### config.mk
export PLATFORM = sky130hd
export DESIGN_NAME = addsub_accum
export DESIGN_NICKNAME = d
export VERILOG_FILES = /design/src/rtl/addsub_accum_pkg.sv /design/src/rtl/addsub_accum_sat_adder.sv /design/src/rtl/addsub_accum.sv
export SDC_FILE = /design/constraint.sdc
export NUM_CORES = 1
export LEC_CHECK = 0
export CAP_MARGIN = 20
export CORE_ASPECT_RATIO = 1.1
export CORE_MARGIN = 8
export CORE_UTILIZATION = 30
export CTS_BUF_LIST = sky130_fd_sc_hd__clkbuf_8
export CTS_CLUSTER_DIAMETER = 80
export CTS_CLUSTER_SIZE = 30
export DETAILED_ROUTE_END_ITERATION = 6
export GPL_ROUTABILITY_DRIVEN = 0
export PLACE_DENSITY = 0.46
export SYNTH_ARGS = -nofsm -noshare
export SYNTH_HDL_FRONTEND = slang
export SYNTH_HIERARCHICAL = 1
export SYNTH_SLANG_ARGS = --single-unit
### constraint.sdc
create_clock -name clk -period 5.9 [get_ports clk]
set_clock_uncertainty 0.1 [all_clocks]
set_input_delay 0.59 -clock clk [delete_from_list [all_inputs] [get_ports clk]]
set_output_delay 0.59 -clock clk [all_outputs]
set_load 0.05 [all_outputs]
### src/rtl/addsub_accum_pkg.sv
// Shared types and default sizing for the registered add/subtract/accumulate unit.
package addsub_accum_pkg;

    typedef enum logic [1:0] {
        MODE_ADD = 2'b00,
        MODE_SUB = 2'b01,
        MODE_ACC = 2'b10,
        MODE_SAT = 2'b11
    } mode_t;

    localparam int DEF_WIDTH = 8;
    localparam int DEF_ACC_W = 16;
    localparam int DEF_CNT_W = 8;

endpackage

### src/rtl/addsub_accum_sat_adder.sv
// Three-input adder with carry-out and optional clamp to all-ones on carry.
module sat_adder #(
    parameter int ACC_W = 16
) (
    input  logic [ACC_W-1:0] base,
    input  logic [ACC_W-1:0] x,
    input  logic [ACC_W-1:0] y,
    input  logic             sat_en,
    output logic [ACC_W-1:0] sum,
    output logic             ovf
);

    logic [ACC_W:0] full_s;

    // One extra bit is enough: operands are narrower than the accumulator.
    always_comb begin
        full_s = {1'b0, base} + {1'b0, x} + {1'b0, y};
        ovf    = full_s[ACC_W];
        if (sat_en && full_s[ACC_W]) begin
            sum = {ACC_W{1'b1}};
        end else begin
            sum = full_s[ACC_W-1:0];
        end
    end

endmodule

### src/rtl/addsub_accum.sv
// Registered add/sub/accumulate unit with valid/ready handshake on both sides,
// a carry/borrow flag and a wrapping count of accepted beats.
module addsub_accum
    import addsub_accum_pkg::*;
#(
    parameter int WIDTH = DEF_WIDTH,
    parameter int ACC_W = DEF_ACC_W,
    parameter int CNT_W = DEF_CNT_W
) (
    input  logic             clk,
    input  logic             rst,
    input  logic             in_valid,
    output logic             in_ready,
    input  logic [WIDTH-1:0] a,
    input  logic [WIDTH-1:0] b,
    input  logic [1:0]       mode,
    input  logic             clear,
    output logic             out_valid,
    input  logic             out_ready,
    output logic [ACC_W-1:0] result,
    output logic             overflow,
    output logic [CNT_W-1:0] count
);

    if (ACC_W < WIDTH + 1) begin : g_bad_acc_w
        $error("addsub_accum: ACC_W must be at least WIDTH+1");
    end

    logic             out_valid_r;
    logic [ACC_W-1:0] result_r;
    logic             overflow_r;
    logic [ACC_W-1:0] acc_r;
    logic [CNT_W-1:0] count_r;

    logic             accept_s;
    mode_t            mode_s;
    logic [ACC_W-1:0] a_ext_s;
    logic [ACC_W-1:0] b_ext_s;
    logic [ACC_W-1:0] base_s;
    logic [ACC_W-1:0] sum_s;
    logic             carry_s;
    logic             sat_en_s;
    logic [ACC_W-1:0] result_nxt_s;
    logic             overflow_nxt_s;
    logic [ACC_W-1:0] acc_nxt_s;

    assign in_ready = !rst && (!out_valid_r || out_ready);
    assign accept_s = in_valid && in_ready;
    assign mode_s   = mode_t'(mode);
    assign a_ext_s  = {{(ACC_W-WIDTH){1'b0}}, a};
    assign b_ext_s  = {{(ACC_W-WIDTH){1'b0}}, b};
    assign base_s   = clear ? {ACC_W{1'b0}} : acc_r;
    assign sat_en_s = (mode_s == MODE_SAT);

    sat_adder #(.ACC_W(ACC_W)) u_sat_adder (
        .base   (base_s),
        .x      (a_ext_s),
        .y      (b_ext_s),
        .sat_en (sat_en_s),
        .sum    (sum_s),
        .ovf    (carry_s)
    );

    // Mode mux: next result, flag and accumulator for an accepted beat.
    always_comb begin
        result_nxt_s   = {ACC_W{1'b0}};
        overflow_nxt_s = 1'b0;
        acc_nxt_s      = base_s;
        case (mode_s)
            MODE_ADD: begin
                result_nxt_s = a_ext_s + b_ext_s;
            end
            MODE_SUB: begin
                result_nxt_s   = a_ext_s - b_ext_s;
                overflow_nxt_s = (a < b);
            end
            MODE_ACC, MODE_SAT: begin
                result_nxt_s   = sum_s;
                overflow_nxt_s = carry_s;
                acc_nxt_s      = sum_s;
            end
            default: begin
                result_nxt_s   = {ACC_W{1'b0}};
                overflow_nxt_s = 1'b0;
                acc_nxt_s      = acc_r;
            end
        endcase
    end

    // Output register: load on accept, drop valid once consumed, else hold.
    always_ff @(posedge clk or posedge rst) begin
        if (rst) begin
            out_valid_r <= 1'b0;
            result_r    <= {ACC_W{1'b0}};
            overflow_r  <= 1'b0;
        end else if (accept_s) begin
            out_valid_r <= 1'b1;
            result_r    <= result_nxt_s;
            overflow_r  <= overflow_nxt_s;
        end else if (out_ready) begin
            out_valid_r <= 1'b0;
        end
    end

    // Accumulator and beat counter advance only on accepted beats.
    always_ff @(posedge clk or posedge rst) begin
        if (rst) begin
            acc_r   <= {ACC_W{1'b0}};
            count_r <= {CNT_W{1'b0}};
        end else if (accept_s) begin
            acc_r   <= acc_nxt_s;
            count_r <= count_r + CNT_W'(1);
        end
    end

    assign out_valid = out_valid_r;
    assign result    = result_r;
    assign overflow  = overflow_r;
    assign count     = count_r;

endmodule

# After elaboration in Yosys (flattened, before gate mapping)
# Index checks and enable logic that the tools add are counted.
[totals] output_inout_bits=27 input_bits=23 word_cells=30 regBits=42
[classes] add_sub_neg=5 order_cmp=1 eq_ne=3 n_reduce_logical=9 muxes=7
[op_table] cell="$mux 16" count=3
[op_table] cell="$pmux 16 s3" count=1
[op_table] cell="$add 16x8->17" count=1
[op_table] cell="$add 17x8->17" count=1
[op_table] cell="$add 8x8->9" count=1
[op_table] cell="$sub 8x8->9" count=1
[op_table] cell="$add 8x1->8 const B" count=1
[op_table] cell="$lt 8x8->1" count=1
[op_table] cell="$eq 2x2->1 const B" count=2
[op_table] cell="$logic_and 1x1->1" count=3
[op_table] cell="$eq 2x1->1 const B" count=1
[op_table] cell="$logic_not 1->1" count=2
[op_table] cell="$logic_not 2->1" count=1
[op_table] cell="$mux 1" count=2
[op_table] cell="$pmux 1 s2" count=1
[op_table] cell="$reduce_bool 2->1" count=1
[op_table] cell="$reduce_or 2->1" count=1
[op_table] cell="$logic_or 1x1->1" count=1

# Logic depth before layout (Yosys ltp)
# Gate-level depths: netlist of run 1.
[logic_depth] word_depth=6 ltp_mapped=15 ltp_nobuf=15

# Modules after synthesis
# Netlist of run 1, hierarchy kept.
[modules_own_cells] module="addsub_accum" area_each_um2=2493.6 seq_area_each_um2=1051.0 cells_per_inst=263 n_inst=1
[modules_own_cells] module="sat_adder" area_each_um2=1233.7 seq_area_each_um2=0.0 cells_per_inst=131 n_inst=1

# Worst setup path after synthesis of run 1
# No wires, ideal clock.
[synth_path] path_kind="input to register" start="input clear" end="register result_r[7], in the netlist result[7]" required_ps=5671 t_arrival_ps=3333 path_slack_ps=2338 cell_stages=14 setup_time_ps=129 path_buffers=2 path_cell_list="clkbuf_1 > nor2b_1 > fa_1 > ha_1 > o21ai_1 > a21oi_2 > and2_4 > o2111ai_4 > buf_6 > nand3_1 > a21oi_1 > o311ai_0 > a41oi_1 > a211oi_1"
[synth_between] elab_chain_len=6
[synth_lines] item="start, declared" line_no="addsub_accum.sv:17" source="input logic clear,"
[synth_lines] item="$mux 16 *" line_no="addsub_accum.sv:52" source="assign base_s = clear ? {ACC_W{1'b0}} : acc_r;"
[synth_lines] item="via base_s[6]" line_no="addsub_accum.sv:39" source="logic [ACC_W-1:0] base_s;"
[synth_lines] item="$add 16x8->17 *" line_no="addsub_accum_sat_adder.sv:17" source="full_s = {1'b0, base} + {1'b0, x} + {1'b0, y};"
[synth_lines] item="$add 17x8->17 *" line_no="addsub_accum_sat_adder.sv:17"
[synth_lines] item="$logic_and 1x1->1" line_no="addsub_accum_sat_adder.sv:19" source="if (sat_en && full_s[ACC_W]) begin"
[synth_lines] item="$mux 16 *" line_no="addsub_accum_sat_adder.sv:19"
[synth_lines] item="via sum_s[7]" line_no="addsub_accum.sv:40" source="logic [ACC_W-1:0] sum_s;"
[synth_lines] item="$pmux 16 s3 *" line_no="addsub_accum.sv:69" source="case (mode_s)"
[synth_lines] item="end signal, assigned" line_no="addsub_accum.sv:94" source="result_r <= {ACC_W{1'b0}};"
[synth_lines] item="end signal, assigned" line_no="addsub_accum.sv:98" source="result_r <= result_nxt_s;"
[synth_lines] item="end, declared" line_no="addsub_accum.sv:30" source="logic [ACC_W-1:0] result_r;"
# Mark *: on every way through the listed nets, which the timed path passes. The rest lies on a longest branch.
# A chain may end at the register's enable or synchronous reset.

# Final worst setup path of run 1
# Same ends and word-level chain as after synthesis.

==> flow_summary.yaml, run 1 <==
clock_tree:
  cts_buffers: 5
  cts_tree: "done"
  cts_root_buffer: "clkbuf_8"
  clk_transition_reported_paths_ps: 100
  cts_resized: 0
  postCtsHoldBufs: 0
  clk_latency_ps: 310
  cts_setup_buffers: 0
  htreeDepth: 2
  cts.path.max_buffers: 2
  cts_sinks: 42
routing:
  viasPerCell: 4.94
  vias: 3000
  drt-total-wl_mm: 9.65
  drtAntennaViolNets: 0
  drc: 0
  dr.pass1.iters: 6
  wl_per_cell_um: 15.9
  drt_iter0_drc: 213
setup_path:
  start_kind: "input pin"
  cp-end-kind: "register"
  crit_fanout: 17
  regToRegSetupSlack_ps: 2310
  crit_buf_inv: 1
  cp_slowest_cell: "clkdlybuf4s50_1"
  critPathKind: "input pin to register"
  crit_family: "compound AO/OA/AOI/OAI gates"
  ff2ff_path_depth: 12
  r2r_start: "acc_r[2]$_DFFE_PP0P_"
  cp.required_ps: 6000
  slowest_delay_ps: 910
  worstReg2RegEnd: "result[7]$_DFFE_PP0P_"
  path_cells: "clkdlybuf4s50_1 > nor2b_1 > fa_1 > ha_1 > a211oi_2 > o211ai_2 > and2_4 > o2111ai_4 > nand3_1 > a21oi_1 > o311ai_0 > a41oi_1 > a211oi_1"
  worstPathArrival_ps: 4500
hold_path:
  hold_class: "register to register"
  worstHoldStart: "count[7]$_DFFE_PP0P_"
  hold_path_end: "count[7]$_DFFE_PP0P_"
  holdPathStages: 1
synthesis:
  synth_xor_area_share_pct: 5.64
  synth_ff_type: "dfrtp_1"
  synth-compound-area-share_pct: 23.2
  async_flop_share_pct: 100
  synth_top_family_by_area: "compound AO/OA/AOI/OAI gates"
  yosys.cell_types.count: 59
  yosysWarnings: 6
  synthSimpleGateAreaFrac_pct: 15.5
  synthCells: 394
  syn_area_per_cell_sq_um: 9.46
  synth_mux_area_share_pct: 1.34
  synth_fa_ha_area_share_pct: 20.9
  synth_seq_cells: 42
  ys_seq_area_share_pct: 28.2
  synth_area_sq_um: 3730
  synth_edf_count: 0
global_route:
  grtUsageTotal_pct: 12.6
  grt_remaining_overflow: 0
  grt_max_degree: 46
  grt_pass1_vias: 3168
  grt_antenna_before_repair: 0
  grt_pass1_wl_mm: 16.6
layout:
  final_util_pct: 37.3
  finalInstanceArea_sq_um: 4500
  syn2layout_area_growth_pct: 20.8
  layout_commonest_cell: "clkdlybuf4s50_1"
  final_cell_mix: "49 x clkdlybuf4s50_1, 42 x dfrtp_1, 32 x ha_1, 31 x nand2_1, 30 x a21oi_1"
  diodes: 0
  fin_cells: 607
  nets: 526
  drive_gt1_share_pct: 5.96
  n_fill_cell: 1257
  multiInputGateArea_sq_um: 2540
  seqCellArea_sq_um: 1050
place:
  pre_cts_ws_ps: 1170
  io_buffers: 49
  place_area_sq_um: 4410
  placed_cells: 599
  dp_hpwl_mm: 7.62
sta:
  fmax_mhz: 227
  finalHoldViolCount: 0
  tightest_slew_ps: 801
  hold_ws_ps: 386
  finalSetupTns_ps: 0
  fin_crit_ps: 4400
  finalCritPeriodShare_pct: 74.5
  finalSetupViolCount: 0
  maxSlewHeadroom_pct: 46.6
  setup_slack_ps: 1500
  grt_setup_unrepaired: "no"
  final_max_slew_viol_count: 0
floorplanning:
  die-area_sq_um: 16300
  rows: 42
  dieHeight_um: 133
  initial_utilization_pct: 30.8
  io_pins: 50
  fp.coreArea_sq_um: 12100
  fp.dieW_um: 122
flow_run:
  max_cap_violations: 0
power:
  leakage_nw: 2.01
  power.total_mw: 1.84
  ir_drop_uv: 187
  power_density_nw_per_um2: 407
outcome:
  status: "finished clean"
-- per-layer routing --
metal | part of all wire [%] | wire length [um] | vias to the layer above | track usage (%)
li1 | - | - | 1500 | -
met1 | 49 | 4710 | 1456 | 16.7
met2 | 47 | 4580 | 37 | 20.7
met3 | 2.4 | 235 | 7 | 1.40
met4 | 1.3 | 125 | 0 | 4.14
met5 | 0 | 0 | - | 0
-- worst max path at each step --
stage / slack (ps) / to / startpoint / cells past startpoint
finish: 1500 / result[7]$_DFFE_PP0P_ / clear / 13
CTS: 1510 / result[7]$_DFFE_PP0P_ / clear / 13
floorplan: 2340 / result[7]$_DFFE_PP0P_ / clear / 14
global route: 1200 / result[7]$_DFFE_PP0P_ / clear / 13
global placement: 1220 / result[7]$_DFFE_PP0P_ / clear / 13
detailed placement: 1170 / result[7]$_DFFE_PP0P_ / clear / 13
-- logic make-up after synthesis --
group | Yosys count
simple gates | 116
compound gates | 111
mux | 5
flops | 42
xor+xnor | 24
other cells | 1
fa+ha+maj | 51
buf+inv | 44
-- sequential cells by signal, indices dropped and copies added (netlist names) --
register,count
count,8
acc_r,16
overflow,1
result,16
out_valid,1
-- power breakdown --
part	total (mW)	internal [mW]	switching (mW)
clock network	0.208	0.0858	0.123
logic	1.17	0.457	0.709
registers	0.460	0.394	0.0665
total	1.84	0.937	0.898
-- area by class of cell --
class                           count  area share [%]
Multi-Input combinational cell    323            56.5
Sequential cell                    42            23.3
Timing Repair Buffer               53            11.6
Tap cell                          154            4.28
Inverter                           27            2.25
Clock buffer                        5            1.53
Clock inverter                      3           0.556
-- synthesized netlist by cell type (3+ instances only) --
cell type	n	share of area, %
dfrtp_1	42	28
ha_1	32	11
nand2_1	31	3.1
a21oi_1	30	4.0
inv_1	27	2.7
nor2_1	22	2.2
fa_1	19	10
nand3_1	19	2.6
nor2b_1	19	3.2
a22o_1	16	3.8
xor2_1	13	3.1
xnor2_1	11	2.6
o21ai_0	10	1.3
clkbuf_1	7	0.71
a21o_1	6	1.2
mux2i_1	5	1.3
nand2b_1	5	0.84
a211oi_1	4	0.81
buf_2	4	0.54
nand4_1	4	0.67
o211ai_1	4	0.81
o31ai_1	4	0.81
a31oi_4	3	1.7
a41oi_1	3	0.71
and2_1	3	0.50
o21ai_1	3	0.40
Power figures use the tool's default switching activity.
==> inputs of run 2 (changes only) <==
- PLACE_DENSITY: 0.46 -> 0.48
- clock period: 5.9 -> 4 ns (I/O delays scaled with it)
==> flow_summary.yaml, run 2 (synthesis gave the netlist of run 1 again) <==
outcome:
  status: "finished clean"
place:
  placed_cells: 611
  dp_hpwl_mm: 7.75
  io_buffers: 49
floorplanning:
  fp.dieW_um: 122
  die-area_sq_um: 16300
  io_pins: 50
  rows: 42
  dieHeight_um: 133
  fp.coreArea_sq_um: 12100
  initial_utilization_pct: 30.8
sta:
  maxSlewHeadroom_pct: 47.1
  fmax_mhz: 282
  fin_crit_ps: 3550
  tightest_slew_ps: 794
  finalSetupViolCount: 0
  grt_setup_unrepaired: "no"
  finalCritPeriodShare_pct: 88.7
  finalSetupTns_ps: 0
  finalHoldViolCount: 0
  final_max_slew_viol_count: 0
clock_tree:
  clk_transition_reported_paths_ps: 100
  cts_setup_buffers: 0
  cts_tree: "done"
  cts.path.max_buffers: 2
  cts_root_buffer: "clkbuf_8"
  clk_latency_ps: 310
  htreeDepth: 2
  cts_resized: 0
  cts_sinks: 42
  cts_buffers: 5
  postCtsHoldBufs: 0
global_route:
  grt_remaining_overflow: 0
  grt_antenna_before_repair: 0
  grt_pass1_vias: 3115
  grtUsageTotal_pct: 12.5
  grt_pass1_wl_mm: 16.4
  grt_max_degree: 42
hold_path:
  hold_class: "input pin to asynchronous set/reset pin"
routing:
  dr.pass1.iters: 4
  vias: 3060
  viasPerCell: 4.94
  drc: 0
  drtAntennaViolNets: 0
  wl_per_cell_um: 15.7
  drt_iter0_drc: 203
  drt-total-wl_mm: 9.71
layout:
  layout_commonest_cell: "clkdlybuf4s50_1"
  n_fill_cell: 1255
  syn2layout_area_growth_pct: 23.2
  nets: 538
  seqCellArea_sq_um: 1050
  drive_gt1_share_pct: 8.39
  diodes: 0
  multiInputGateArea_sq_um: 2540
  fin_cells: 619
  final_cell_mix: "49 x clkdlybuf4s50_1, 42 x dfrtp_1, 32 x ha_1, 31 x nand2_1, 30 x a21oi_1"
setup_path:
  cp.required_ps: 4100
  cp-end-kind: "register"
  worstPathArrival_ps: 3650
  critPathKind: "input pin to register"
  start_kind: "input pin"
  ff2ff_path_depth: 13
  crit_fanout: 3
power:
  ir_drop_uv: 274
  leakage_nw: 2.06
  power_density_nw_per_um2: 595
  p_seq_share_pct: 24.9
  sw_frac_of_total_pct: 48.3
  p_int_mw: 1.41
  comb_power_share_pct: 64.2
  clkPwrFrac_pct: 10.9
  p_switching_mw: 1.32
flow_run:
  max_cap_violations: 0
-- run 2: final cells by class --
cell class | count | share of cell area (%)
Inverter | 27 | 2.21
Clock inverter | 3 | 0.518
Sequential cell | 42 | 22.9
Multi-Input combinational cell | 323 | 55.4
Tap cell | 154 | 4.20
Clock buffer | 5 | 1.50
Timing Repair Buffer | 65 | 13.3
-- run 2: path summary, 6_finish.rpt --
kind / from / slack, ps / endpoint
worst max-delay path: clear / 450 / result[7]$_DFFE_PP0P_
worst min-delay path: rst / 180 / out_valid$_DFFE_PP0P_
worst max register to register: acc_r[1]$_DFFE_PP0P_ / 640 / result[7]$_DFFE_PP0P_
worst min register to register: result[5]$_DFFE_PP0P_ / 390 / result[5]$_DFFE_PP0P_
max in group asynchronous: rst / 2870 / acc_r[2]$_DFFE_PP0P_
min in group clk: result[5]$_DFFE_PP0P_ / 390 / result[5]$_DFFE_PP0P_
-- run 2: worst max-delay path, stage by stage --
cell	delay [ps]
clkdlybuf4s50_1	450
nor2b_1	180
fa_1	440
ha_1	260
fa_1	420
a21oi_1	260
o211ai_1	120
a21oi_1	180
xor2_1	160
nand3_1	130
a21oi_1	210
o311ai_0	150
a41oi_1	200
a211oi_1	100
-- run 2: power by group through the flow --
stage | Combinational, mW | Sequential, mW | Clock, mW
6_report | 1.76 | 0.682 | 0.298
4_1_cts | 1.76 | 0.685 | 0.307
2_1_floorplan | 0.974 | 0.970 | 0
3_3_place_gp | 1.75 | 0.691 | 0
3_5_place_dp | 1.75 | 0.689 | 0
5_1_grt | 1.94 | 0.707 | 0.321
-- run 2: per-stage QoR --
| stage | hold WS, ps | utilization (%) | setup WS, ps | power, mW | instance area, sq um |
|---|---|---|---|---|---|
| 6_report | 178 | 38.0 | 451 | 2.73 | 4590 |
| 4_1_cts | 168 | 38.0 | 446 | 2.75 | 4590 |
| 5_1_grt | 178 | 38.0 | 138 | 2.97 | 4590 |
| 2_1_floorplan | 358 | - | 628 | 1.94 | 3780 |
| 3_3_place_gp | 361 | 37.2 | 168 | 2.44 | 4500 |
| 3_5_place_dp | 374 | 37.2 | 121 | 2.44 | 4500 |
-- run 2: layer usage --
layer,vias up,GRT usage (%),part of all wire [%],wire length (um)
li1,1516,-,-,-
met1,1482,17.1,48,4670
met2,53,19.8,47,4530
met3,9,1.66,3.6,349
met4,0,4.00,1.6,160
met5,-,0,0,0
==> inputs of run 3 (changes only) <==
- CORE_UTILIZATION: 30 -> 52
- PLACE_DENSITY: 0.48 -> 0.76
==> flow_summary.yaml, run 3 (synthesis gave the netlist of run 1 again) <==
setup_path:
  ff2ff_path_depth: 13
  regToRegSetupSlack_ps: 630
  path_cells: "clkdlybuf4s50_1 > nor2b_1 > fa_1 > ha_1 > fa_1 > a21oi_1 > o211ai_1 > a21oi_1 > xor2_1 > nand3_1 > a21oi_1 > o311ai_0 > a41oi_1 > a211oi_1"
  cp_slowest_cell: "clkdlybuf4s50_1"
  start_kind: "input pin"
  cp-end-kind: "register"
  cp.required_ps: 4090
  critPathKind: "input pin to register"
  slowest_delay_ps: 480
  r2r_start: "acc_r[1]$_DFFE_PP0P_"
  worstReg2RegEnd: "result[7]$_DFFE_PP0P_"
  crit_fanout: 3
  cp_common_cell: "a21oi_1"
  worstPathArrival_ps: 3670
sta:
  fmax_mhz: 279
  finalSetupViolCount: 0
  finalCritPeriodShare_pct: 89.5
  fin_crit_ps: 3580
  maxSlewHeadroom_pct: 45.8
  grt_setup_unrepaired: "no"
  tightest_slew_ps: 813
  final_max_slew_viol_count: 0
  finalHoldViolCount: 0
  finalSetupTns_ps: 0
floorplanning:
  die-area_sq_um: 10100
  initial_utilization_pct: 53.5
  fp.dieW_um: 96.7
  io_pins: 50
  fp.coreArea_sq_um: 6970
  dieHeight_um: 105
  rows: 32
power:
  clkPwrFrac_pct: 10.8
  ir_drop_uv: 453
  leakage_nw: 2.05
  p_seq_share_pct: 25.0
  comb_power_share_pct: 64.2
  p_switching_mw: 1.31
  p_int_mw: 1.41
  power_density_nw_per_um2: 605
  sw_frac_of_total_pct: 48.2
place:
  dp_hpwl_mm: 7.00
  io_buffers: 49
clock_tree:
  cts.path.max_buffers: 2
  cts_resized: 0
  clk_transition_reported_paths_ps: 80
  clk_latency_ps: 310
  postCtsHoldBufs: 0
  cts_root_buffer: "clkbuf_8"
  cts_setup_buffers: 0
  htreeDepth: 2
  cts_tree: "done"
  cts_sinks: 42
  cts_buffers: 5
routing:
  wl_per_cell_um: 16.2
  viasPerCell: 5.68
  drt-total-wl_mm: 8.88
  drc: 0
  vias: 3105
  drtAntennaViolNets: 0
  drt_iter0_drc: 121
  dr.pass1.iters: 4
flow_run:
  max_cap_violations: 0
global_route:
  grt_pass1_vias: 3222
  grt_max_degree: 36
  grt_pass1_wl_mm: 15.5
  grtUsageTotal_pct: 18.2
  grt_antenna_before_repair: 0
  grt_remaining_overflow: 0
layout:
  nets: 535
  final_util_pct: 64.5
  drive_gt1_share_pct: 7.58
  diodes: 0
  layout_commonest_cell: "clkdlybuf4s50_1"
  syn2layout_area_growth_pct: 20.6
  final_cell_mix: "49 x clkdlybuf4s50_1, 42 x dfrtp_1, 32 x ha_1, 31 x nand2_1, 30 x a21oi_1"
hold_path:
  hold_class: "input pin to asynchronous set/reset pin"
outcome:
  status: "finished clean"
[run 3: cell count changes in the layout (fill, tap and decap cells not counted), sizes merged]
cell	previous run	this run
buf	16	13
clkinv	0	1
inv	28	27
[run 3: layer usage]
layer	routed length (um)	GRT usage (%)	part of all wire, %	vias to the layer above
met3	456	3.10	5.1	13
met4	142	6.60	1.6	0
met1	4060	23.6	46	1482
met5	0	0	0	-
li1	-	-	-	1521
met2	4230	29.9	48	89
[run 3: power by group through the flow]
stage / Combinational [mW] / Sequential, mW / Clock, mW
2_1_floorplan: 0.974 / 0.970 / 0
3_3_place_gp: 1.70 / 0.684 / 0
3_5_place_dp: 1.73 / 0.686 / 0
4_1_cts: 1.74 / 0.679 / 0.300
5_1_grt: 1.91 / 0.704 / 0.317
6_report: 1.75 / 0.679 / 0.293
[run 3: area by class of cell]
class | count | area, sq um
inverters | 27 | 101
well taps | 85 | 106
multi-input cells | 323 | 2540
clock inverters | 3 | 23.8
repair buffers | 62 | 601
clock buffers | 5 | 68.8
fillers | 607 | 2470
flip-flops and latches | 42 | 1050
[run 3: worst max path at each step]
stage | from | end | depth (start not counted)
6_report | clear | result[7]$_DFFE_PP0P_ | 14
5_1_grt | clear | result[7]$_DFFE_PP0P_ | 14
4_1_cts | clear | result[7]$_DFFE_PP0P_ | 14
3_5_place_dp | clear | result[7]$_DFFE_PP0P_ | 14
3_3_place_gp | clear | result[7]$_DFFE_PP0P_ | 14
2_1_floorplan | clear | result[7]$_DFFE_PP0P_ | 14
[run 3: critical path: cells and delay by family]
family          cells  cell delay (ps)
buf+inv             1              480
simple gates        2              310
fa+ha+maj           3             1110
xor+xnor            1              160
compound gates      7             1200
[run 3: stage by stage]
step	worst slack [ps]	cells	total power, mW	hold WS, ps	cell area, sq um
2_1_floorplan	628	409	1.94	358	3780
3_3_place_gp	165	539	2.39	361	4400
3_5_place_dp	102	539	2.41	372	4400
4_1_cts	421	547	2.71	230	4500
5_1_grt	107	547	2.94	236	4500
6_report	419	547	2.72	220	4500
